==> src/rtl/ttt_pkg.sv <==
// Shared tic-tac-toe board types and constants.
// Bit 8 is square [0], bit 0 is square [8].
package ttt_pkg;

  localparam int BOARD_W = 9;

  typedef logic [BOARD_W-1:0] board_t;

  localparam int SQ0    = 8;
  localparam int SQ1    = 7;
  localparam int SQ2    = 6;
  localparam int SQ3    = 5;
  localparam int SQ4    = 4;
  localparam int SQ5    = 3;
  localparam int SQ6    = 2;
  localparam int SQ7    = 1;
  localparam int SQ8    = 0;
  localparam int CENTRE = SQ4;

  localparam board_t D1_MASK =
    board_t'((1 << SQ0) | (1 << SQ8));
  localparam board_t D2_MASK =
    board_t'((1 << SQ2) | (1 << SQ6));

  localparam board_t ADJ_MASK = 9'b010101010;

endpackage

==> src/rtl/diag_owner.sv <==
// Flags a board that holds both ends
// of at least one diagonal.
module diag_owner
  import ttt_pkg::*;
(
  input  logic [8:0] board,
  output logic       owns
);

  board_t d1;
  board_t d2;

  assign d1   = board & D1_MASK;
  assign d2   = board & D2_MASK;
  assign owns = (d1 == D1_MASK) |
                (d2 == D2_MASK);

endmodule

==> src/rtl/play_adjacent_edge.sv <==
// Opposite-corners vs centre detector;
// registers the adjacent-edge mask.
module play_adjacent_edge
  import ttt_pkg::*;
(
  input  logic       clk,
  input  logic       rst_n,
  input  logic [8:0] ain,
  input  logic [8:0] bin,
  output logic [8:0] out,
  output logic       hit,
  output logic       err
);

  logic   corners_a;
  logic   corners_b;
  logic   match;
  logic   illegal;
  board_t out_d;
  logic   hit_d;
  logic   err_d;

  diag_owner u_diag_a (
    .board (ain),
    .owns  (corners_a)
  );

  diag_owner u_diag_b (
    .board (bin),
    .owns  (corners_b)
  );

  assign match   = (corners_a & bin[CENTRE]) |
                   (corners_b & ain[CENTRE]);
  assign illegal = |(ain & bin);

  // Next outputs: illegal board overrides any match.
  always_comb begin
    out_d = '0;
    hit_d = 1'b0;
    err_d = 1'b0;
    if (illegal) begin
      err_d = 1'b1;
    end else if (match) begin
      hit_d = 1'b1;
      out_d = ADJ_MASK;
    end
  end

  // One-cycle output register, cleared by reset.
  always_ff @(posedge clk or negedge rst_n) begin
    if (!rst_n) begin
      out <= '0;
      hit <= 1'b0;
      err <= 1'b0;
    end else begin
      out <= out_d;
      hit <= hit_d;
      err <= err_d;
    end
  end

endmodule

==> config.mk <==
export PLATFORM = sky130hd
export DESIGN_NAME = play_adjacent_edge
export DESIGN_NICKNAME = d
export VERILOG_FILES = /design/src/rtl/ttt_pkg.sv /design/src/rtl/diag_owner.sv /design/src/rtl/play_adjacent_edge.sv
export SDC_FILE = /design/constraint.sdc
export NUM_CORES = 1
export LEC_CHECK = 0
export ABC_AREA = 1
export CAP_MARGIN = 10
export CORE_AREA = 3 3 40 42
export CTS_BUF_LIST = sky130_fd_sc_hd__clkbuf_16
export CTS_CLUSTER_DIAMETER = 150
export DETAILED_ROUTE_END_ITERATION = 7
export DIE_AREA = 0 0 43 45
export GPL_TIMING_DRIVEN = 0
export MAX_ROUTING_LAYER = met4
export PLACE_DENSITY_LB_ADDON = 0.3
export SYNTH_ARGS = -nofsm -noshare
export SYNTH_HDL_FRONTEND = slang
export SYNTH_HIERARCHICAL = 1
export SYNTH_SLANG_ARGS = --single-unit
==> constraint.sdc <==
create_clock -name clk -period 0.8 [get_ports clk]
set_clock_uncertainty 0.2 [all_clocks]
set_input_delay 0.08 -clock clk [delete_from_list [all_inputs] [get_ports clk]]
set_output_delay 0.08 -clock clk [all_outputs]
set_load 0.01 [all_outputs]
==> flow_metrics.py <==
metrics = {
    "run_status": {
        "status": "complete, but fails checks",
        "violations": "negative hold slack, negative setup slack",
    },
    "logic_synthesis": {
        "synth_seq_cells": 2,
        "synth.distinct_cells": 9,
        "synth-seq-area-share_pct": 20.3,
        "ys_warn_count": 6,
        "syn_area_um2": 246,
        "synth_cells": 41,
        "avgSynthCellArea_um2": 6.01,
    },
    "worst_setup_path": {
        "cp_slowest_cell": "dfrtp_2",
        "arrival_ns": 0.98,
        "cp_max_fo": 4,
        "crit_path_max_incr_delay_ns": 0.42,
        "endpoint_kind": "primary output",
        "cp_cell_sequence": "buf_6 > buf_6 > buf_6",
        "critical_path_class": "register to primary output",
        "path_common_cell": "buf_6",
        "cp_top_family": "flip-flops",
        "critPathRequiredTime_ns": 0.52,
        "critical_path_buf_inv_count": 3,
        "cp-start-kind": "register",
    },
    "global_route": {
        "grt_pass1_wl_um": 952,
        "antenna_found_initial": 0,
        "globalRouteOverflowTotal": 0,
        "grt_pass1_vias": 264,
        "grt_max_degree": 5,
        "grtUsageTotal_pct": 6.95,
    },
    "sta": {
        "setup_viol": 6,
        "maxSlewViolCount": 0,
        "whs_ns": -0.178,
        "hold_viol_final": 2,
        "finalWorstPathRequiredPeriod_ns": 1.26,
        "grt_setup_unrepaired": "yes",
        "max_freq_mhz": 795,
        "fin_crit_sh_pct": 157,
        "finalWorstSetupSlack_ns": -0.457,
    },
    "drt": {
        "ant_nets": 0,
        "drt_first_pass_iters": 1,
        "route.detailed.drc": 0,
        "drt-initial-drc-count": 0,
        "dr_total_vias": 324,
        "via_per_inst": 3.56,
        "wire_per_inst_um": 7.02,
        "routed_wl_um": 639,
    },
    "floorplanning": {
        "start_util_pct": 19.2,
        "fp.dieH_um": 45,
        "die_width_um": 43,
        "dieArea_mm2": 0.00194,
        "fp.coreArea_mm2": 0.00128,
        "io_pins": 31,
        "row_count": 13,
    },
    "pwr": {
        "ir_drop_v": 0.000666,
        "total_power_mw": 1.06,
        "leakage_nw": 0.358,
        "power.density_mw_per_mm2": 1690,
    },
    "clocking": {
        "cts_buffer_depth": 2,
        "cts-htree-levels": 1,
        "clkTransAtPathRegs_ns": 0.03,
        "cts_root_buf": "clkbuf_16",
        "clock_sink_count": 2,
        "cts_tree": "built",
        "cts_made_buffers": 3,
    },
    "cells_and_area": {
        "layout_common_cells": "nand2_1, dlygate4sd2_1, buf_6",
        "nNetsFinal": 97,
        "layout_commonest_cell": "nand2_1",
        "syn2layout_area_growth_pct": 154,
        "utilization_pct": 48.7,
        "fillers": 134,
        "diodes": 0,
        "final_layout_size_suffix_gt1_share_pct": 38.2,
    },
    "placed_design": {
        "portBuffers": 25,
        "dp_hpwl_um": 552,
        "dp_slack_ns": -0.516,
        "gp_congestion": 0.646,
    },
    "min_path": {
        "hold_path_class": "input pin to async pin",
    },
    "flow_run": {
        "cap_violations": 0,
    },
}
==> layout make-up <==
type	count	area [um2]	area share, %
multi-input combinational	31	135	21.6
clock buffer	3	75.1	12.0
tap	15	18.8	3.00
timing repair buffer	27	248	39.6
clock inverter	1	3.75	0.600
buffer	9	82.6	13.2
sequential	2	51.3	8.20
inverter	3	11.3	1.80
==> stage by stage <==
| stage | cells | instance area (um2) | setup TNS, ns | hold WS (ns) |
|---|---|---|---|---|
| after floorplan | 45 | 278 | -0.225 | -0.416 |
| after global placement | 85 | 547 | -3.50 | 0.0481 |
| after detailed placement | 85 | 547 | -3.57 | 0.0508 |
| after CTS | 90 | 613 | -2.23 | -0.179 |
| after global routing | 91 | 626 | -2.28 | -0.171 |
| final | 91 | 626 | -2.16 | -0.178 |
==> synthesized netlist by cell type <==
master   count  area share, %
nor2_2       3            7.6
inv_2        1            1.5
dfrtp_1      2             20
nand3_2      1            4.1
conb_1       1            1.5
inv_1        2            3.0
nand2_1     21             32
buf_4        9             27
nand2_2      1            2.5
==> flip-flops by register name, summed over array words and instances, names as in the netlist <==
signal	count
err	1
out	1
==> final timing paths <==
| check | from | end | slack (ns) | cells after the start |
|---|---|---|---|---|
| min in group clk | bin[6] | err | 0.02 | 5 |
| max in group asynchronous | rst_n | out[5] | 0.45 | 1 |
| min | rst_n | out[5] | -0.18 | 1 |
| max | out[5] | out[5] | -0.46 | 3 |
==> report_power, final <==
part	switching [mW]	total (mW)	internal [mW]
Clock	0.119	0.761	0.643
Combinational	0.0744	0.187	0.113
Sequential	0.00235	0.108	0.106
Total	0.195	1.06	0.861
==> metal layers <==
| metal | share of wire [%] | vias up | GRT usage, % |
|---|---|---|---|
| met5 | 0 | - | - |
| met4 | 0 | 0 | 5.42 |
| met3 | 13 | 0 | 1.59 |
| met2 | 54 | 20 | 12.9 |
| met1 | 34 | 129 | 6.02 |
| li1 | - | 175 | - |
==> logic make-up after synthesis <==
kind of cell,count (synthesis),synth area share [%]
AND/OR/NAND/NOR,26,46.2
buffers and inverters,12,32.0
flip-flops,2,20.3
other,1,1.52
==> repair_timing <==
action	4_1_cts	5_1_grt
pin swaps	10	6
setup buffers	1	1
hold endpoints to repair	2	2
resized for setup	44	10
setup endpoints to repair	8	8
(Power assumes the default switching activity.)
==> variant 1 (config.mk and constraints unchanged) <==
Make the reset (`rst_n`) synchronous in one clocked block.
--- a/src/rtl/play_adjacent_edge.sv
+++ b/src/rtl/play_adjacent_edge.sv
@@ -50,3 +50,3 @@
   // One-cycle output register, cleared by reset.
-  always_ff @(posedge clk or negedge rst_n) begin
+  always_ff @(posedge clk) begin
     if (!rst_n) begin
Check against the original RTL: differs if rst_n is asserted again (counterexample within 4 cycles, from zero or initial values and one cycle with rst_n low); with rst_n held inactive, the same outputs for 10 cycles.
==> variant 1 against the original RTL <==
The run still ends with negative hold slack, negative setup slack left. Total power down 4.9%. Sequential cell count unchanged. Cell area down 14%. Worst setup slack better by 0.20 ns. Combinational power down 14%. Non-clock buffer count down 2. Synthesized area down 7.1%. Hold slack better by 0.15 ns. Wire length up 1.3%. Core utilization down 6.9 points. Critical path type unchanged. Largest power group unchanged. Highest routed layer unchanged.
==> variant 1: results (changes against the original RTL) <==
Final net count: 97 (unchanged)
Post-synth cell types: 7 (-2)
Placed cells: 87 (+2.4%)
FFs w/ async S/R, synth: 0% (-100 points)
Share of layout cells above drive strength 1: 45.3% (+7.2 points)
#MultiIn Comb: 33 (+6.5%)
Max stage delay on crit path: 0.32 ns (-0.10 ns)
Multi-input gate area: 138 µm² (+1.9%)
Failing checks: negative hold slack, negative setup slack
Seq cells: 2 (unchanged)
CP Data Arrival Time: 0.78 ns (-0.20 ns)
Seq/total area: 7.69% (-0.51 points)
Non-clock buffer share: 47.1% (-5.7 points)
Final worst slack: -0.255 ns (+0.202 ns)
Logic pwr share: 16.0% (-1.7 points)
Pre-CTS WS: -0.441 ns (+0.0753 ns)
Fillcell total: 141 (+5.2%)
Clock-cell share of area: 14.0% (+1.4 points)
Max FO, Critical Path: 5 (+1)
DP Wirelength: 561 µm (+1.7%)
HP Class: in2reg
Final std cells w/o fill: 90 (-1.1%)
Synth Flop Type: dfxtp_1
Vias/cell: 3.46 (-2.9%)
Final Setup Violations: 6 (unchanged)
Final hold violation count: 1 (-1)
Largest net degree at the start of global routing: 6 (+1)
Fin Hold WS: -0.0318 ns (+0.146 ns)
Yosys warning count: 6 (unchanged)
Non-clk bufs: 34 (-5.6%)
Cell count after synthesis: 43 (+4.9%)
Synth area leaders: nand2_1 39%, buf_4 30%, dfxtp_1 17%
Outcome: complete, but fails checks
Total negative slack: -1.30 ns (+0.866 ns)
GP Congestion: 0.615 (-4.8%)
LEAKAGE: 0.332 nW (-7.4%)
Initial DRC count: 4 (+4)
First-pass GRT wire length: 986 µm (+3.6%)
Post-CTS setup buffers: 0 (-1)
VDD IR max: 0.653 mV (-1.9%)
Sequential area share after synthesis: 17.5% (-2.8 points)
variant 1: layer usage:
metal | routed length, µm | track usage, % | up-vias
met3 | 97 | 1.99 | 0
met4 | 0 | 3.61 | 0
li1 | - | - | 176
met1 | 257 | 8.39 | 113
met2 | 292 | 10.2 | 22
met5 | 0 | - | -
variant 1: metrics by stage:
step	hold slack [ns]	total power, W	instance area, µm²
floorplan	-0.0224	0.000183	245
global placement	0.450	0.000299	514
detailed placement	0.451	0.000300	514
CTS	0.0651	0.00102	579
global route	0.0323	0.00105	537
finish	-0.0318	0.00101	537
variant 1: timing repair:
| action | in CTS | in global routing |
|---|---|---|
| endpoints found under the setup margin | 8 | 8 |
| gates resized for setup | 56 | 19 |
| pin swaps | 17 | 16 |
| gates cloned | 0 | 0 |
variant 1: path summary, 6_finish.rpt:
| check | start | slack [ns] | end |
|---|---|---|---|
| min | bin[4] | -0.03 | out[5]$_SDFF_PP0_ |
| max | out[5]$_SDFF_PP0_ | -0.26 | out[1] |
==> variant 2 (config.mk and constraints unchanged) <==
Made on the original files. Register the input `ain` before use, with the module's reset. The logic sees it one clock later. The other inputs are not delayed to match.
--- a/src/rtl/play_adjacent_edge.sv
+++ b/src/rtl/play_adjacent_edge.sv
@@ -14,2 +14,12 @@
 
+  logic [8:0] ain_q;
+
+  always_ff @(posedge clk or negedge rst_n) begin
+    if (!rst_n) begin
+      ain_q <= '0;
+    end else begin
+      ain_q <= ain;
+    end
+  end
+
   logic   corners_a;
@@ -23,3 +33,3 @@
   diag_owner u_diag_a (
-    .board (ain),
+    .board (ain_q),
     .owns  (corners_a)
@@ -33,4 +43,4 @@
   assign match   = (corners_a & bin[CENTRE]) |
-                   (corners_b & ain[CENTRE]);
-  assign illegal = |(ain & bin);
+                   (corners_b & ain_q[CENTRE]);
+  assign illegal = |(ain_q & bin);
 
Function: changed (Yosys sat finds a counterexample within 4 cycles, from zero or initial values and one cycle with rst_n low).
==> variant 2 against the original RTL <==
The run still ends with negative hold slack, negative setup slack left. Count of clock-buffer cells in the layout is the same. Cell area grew 39%. Total power grew 59%. Sequential cell count grew 9. Worst setup slack lost 0.017 ns. Synthesized cell count grew 22%. Combinational power grew 20%. Synthesized area grew 91%. Wire length grew 33%.
==> variant 2: results (changes against the original RTL) <==
Synth area leaders: dfrtp_1 58%, nand2_1 17%, buf_4 14%
Final Setup Violations: 8 (+2)
Sequential area share after synthesis: 58.4% (+38 points)
DP Wirelength: 679 µm (+23%)
Initial DRC count: 0 (unchanged)
Largest net degree at the start of global routing: 12 (+7)
# H-tree levels: 1 (unchanged)
Final std cells w/o fill: 99 (+8.8%)
FFs w/ async S/R, synth: 100% (unchanged)
GP Congestion: 0.735 (+14%)
VDD IR max: 1.41 mV (+110%)
Routed wire length: 848 µm (+33%)
Max FO, Critical Path: 4 (unchanged)
First-pass GRT wire length: 1280 µm (+34%)
Cell count after synthesis: 50 (+22%)
Vias in the first global route: 326 (+23%)
Clk pin slew, worst setup/hold paths: 0.04 ns
CP Data Arrival Time: 0.99 ns
Failing checks: negative hold slack, negative setup slack
Port buffer count: 25 (unchanged)
Slowest cell on crit path: dfrtp_2
Largest registers: ain_q: 9 flops, err: 1 flops, out: 1 flops
Yosys warning count: 6 (unchanged)
Clock latency on the worst-skew pair: 0.23 ns
Total GRT Usage: 9.40% (+2.5 points)
Pre-CTS WS: -0.528 ns (-0.0116 ns)
First drt pass iteration count: 1 (unchanged)
Share of layout cells above drive strength 1: 31.0% (-7.2 points)
Post-synth cell types: 9 (unchanged)
Final hold violation count: 11 (+9)
Fin Hold WS: -0.411 ns (-0.233 ns)
Final net count: 105 (+8.2%)
Antenna violations before repair: 0 (unchanged)
Final worst slack: -0.474 ns (-0.0166 ns)
Total negative slack: -2.73 ns (-0.567 ns)
LEAKAGE: 0.449 nW (+25%)
Placed cells: 94 (+11%)
Max stage delay on crit path: 0.43 ns
HP Class: in2async
Diodes inserted: 0 (unchanged)
Cts repair resizes: 29 (-34%)
Internal power: 0.00138 W (+60%)
Post-CTS setup buffers: 2 (+1)
Num CTS Buffers: 3 (unchanged)
Max Buffers Root-to-Sink: 2 (unchanged)
Outcome: complete, but fails checks
Most frequent cells after synthesis: 21 x nand2_1, 11 x dfrtp_1, 9 x buf_4
Root Buffer: clkbuf_16
DR vias: 391 (+21%)
Cell Area, Placed: 759 µm² (+39%)
[variant 2: area by class of cell]
cell class	count	area (µm²)
buffer	8	71.3
clock buffer	3	75.1
clock inverter	1	3.75
fill	101	414
inverter	3	11.3
multi-input combinational	31	140
sequential	11	277
tap	15	18.8
timing repair buffer	27	274
[variant 2: worst paths after layout]
| path | from | to | slack [ns] | cells past startpoint |
|---|---|---|---|---|
| min | rst_n | ain_q[3]$_DFF_PN0_ | -0.41 | 1 |
| max in group asynchronous | rst_n | out[5]$_DFF_PN0_ | 0.46 | 1 |
| max | out[5]$_DFF_PN0_ | out[7] | -0.47 | 3 |
| max reg2reg | ain_q[4]$_DFF_PN0_ | out[5]$_DFF_PN0_ | -0.23 | 5 |
| min in group clk | ain[3] | ain_q[3]$_DFF_PN0_ | 0.09 | 1 |
| min reg2reg | ain_q[1]$_DFF_PN0_ | err$_DFF_PN0_ | 0.36 | 4 |
[variant 2: critical path: cells and delay by family (launching register included)]
kind / cells / cell delay [ns]
buffers and inverters: 3 / 0.34
DFF: 1 / 0.43
[variant 2: layer usage]
metal,wire length (µm),GRT usage [%]
met5,0,-
met4,0,5.42
met3,117,3.19
met2,432,15.3
met1,297,10.1
[variant 2: power by group through the flow]
stage	Sequential, W	Clock, W	Combinational (W)
2_1_floorplan	0.000605	0	0.0000843
3_3_place_gp	0.000604	0	0.000212
3_5_place_dp	0.000605	0	0.000214
4_1_cts	0.000597	0.000877	0.000219
5_1_grt	0.000600	0.000910	0.000245
6_report	0.000598	0.000860	0.000224
[variant 2: logic make-up after synthesis]
logic type | count (synthesis) | share of synthesized area [%]
other | 1 | 0.795
DFF | 11 | 58.4
and+or+nand+nor | 26 | 24.1
buffers and inverters | 12 | 16.7
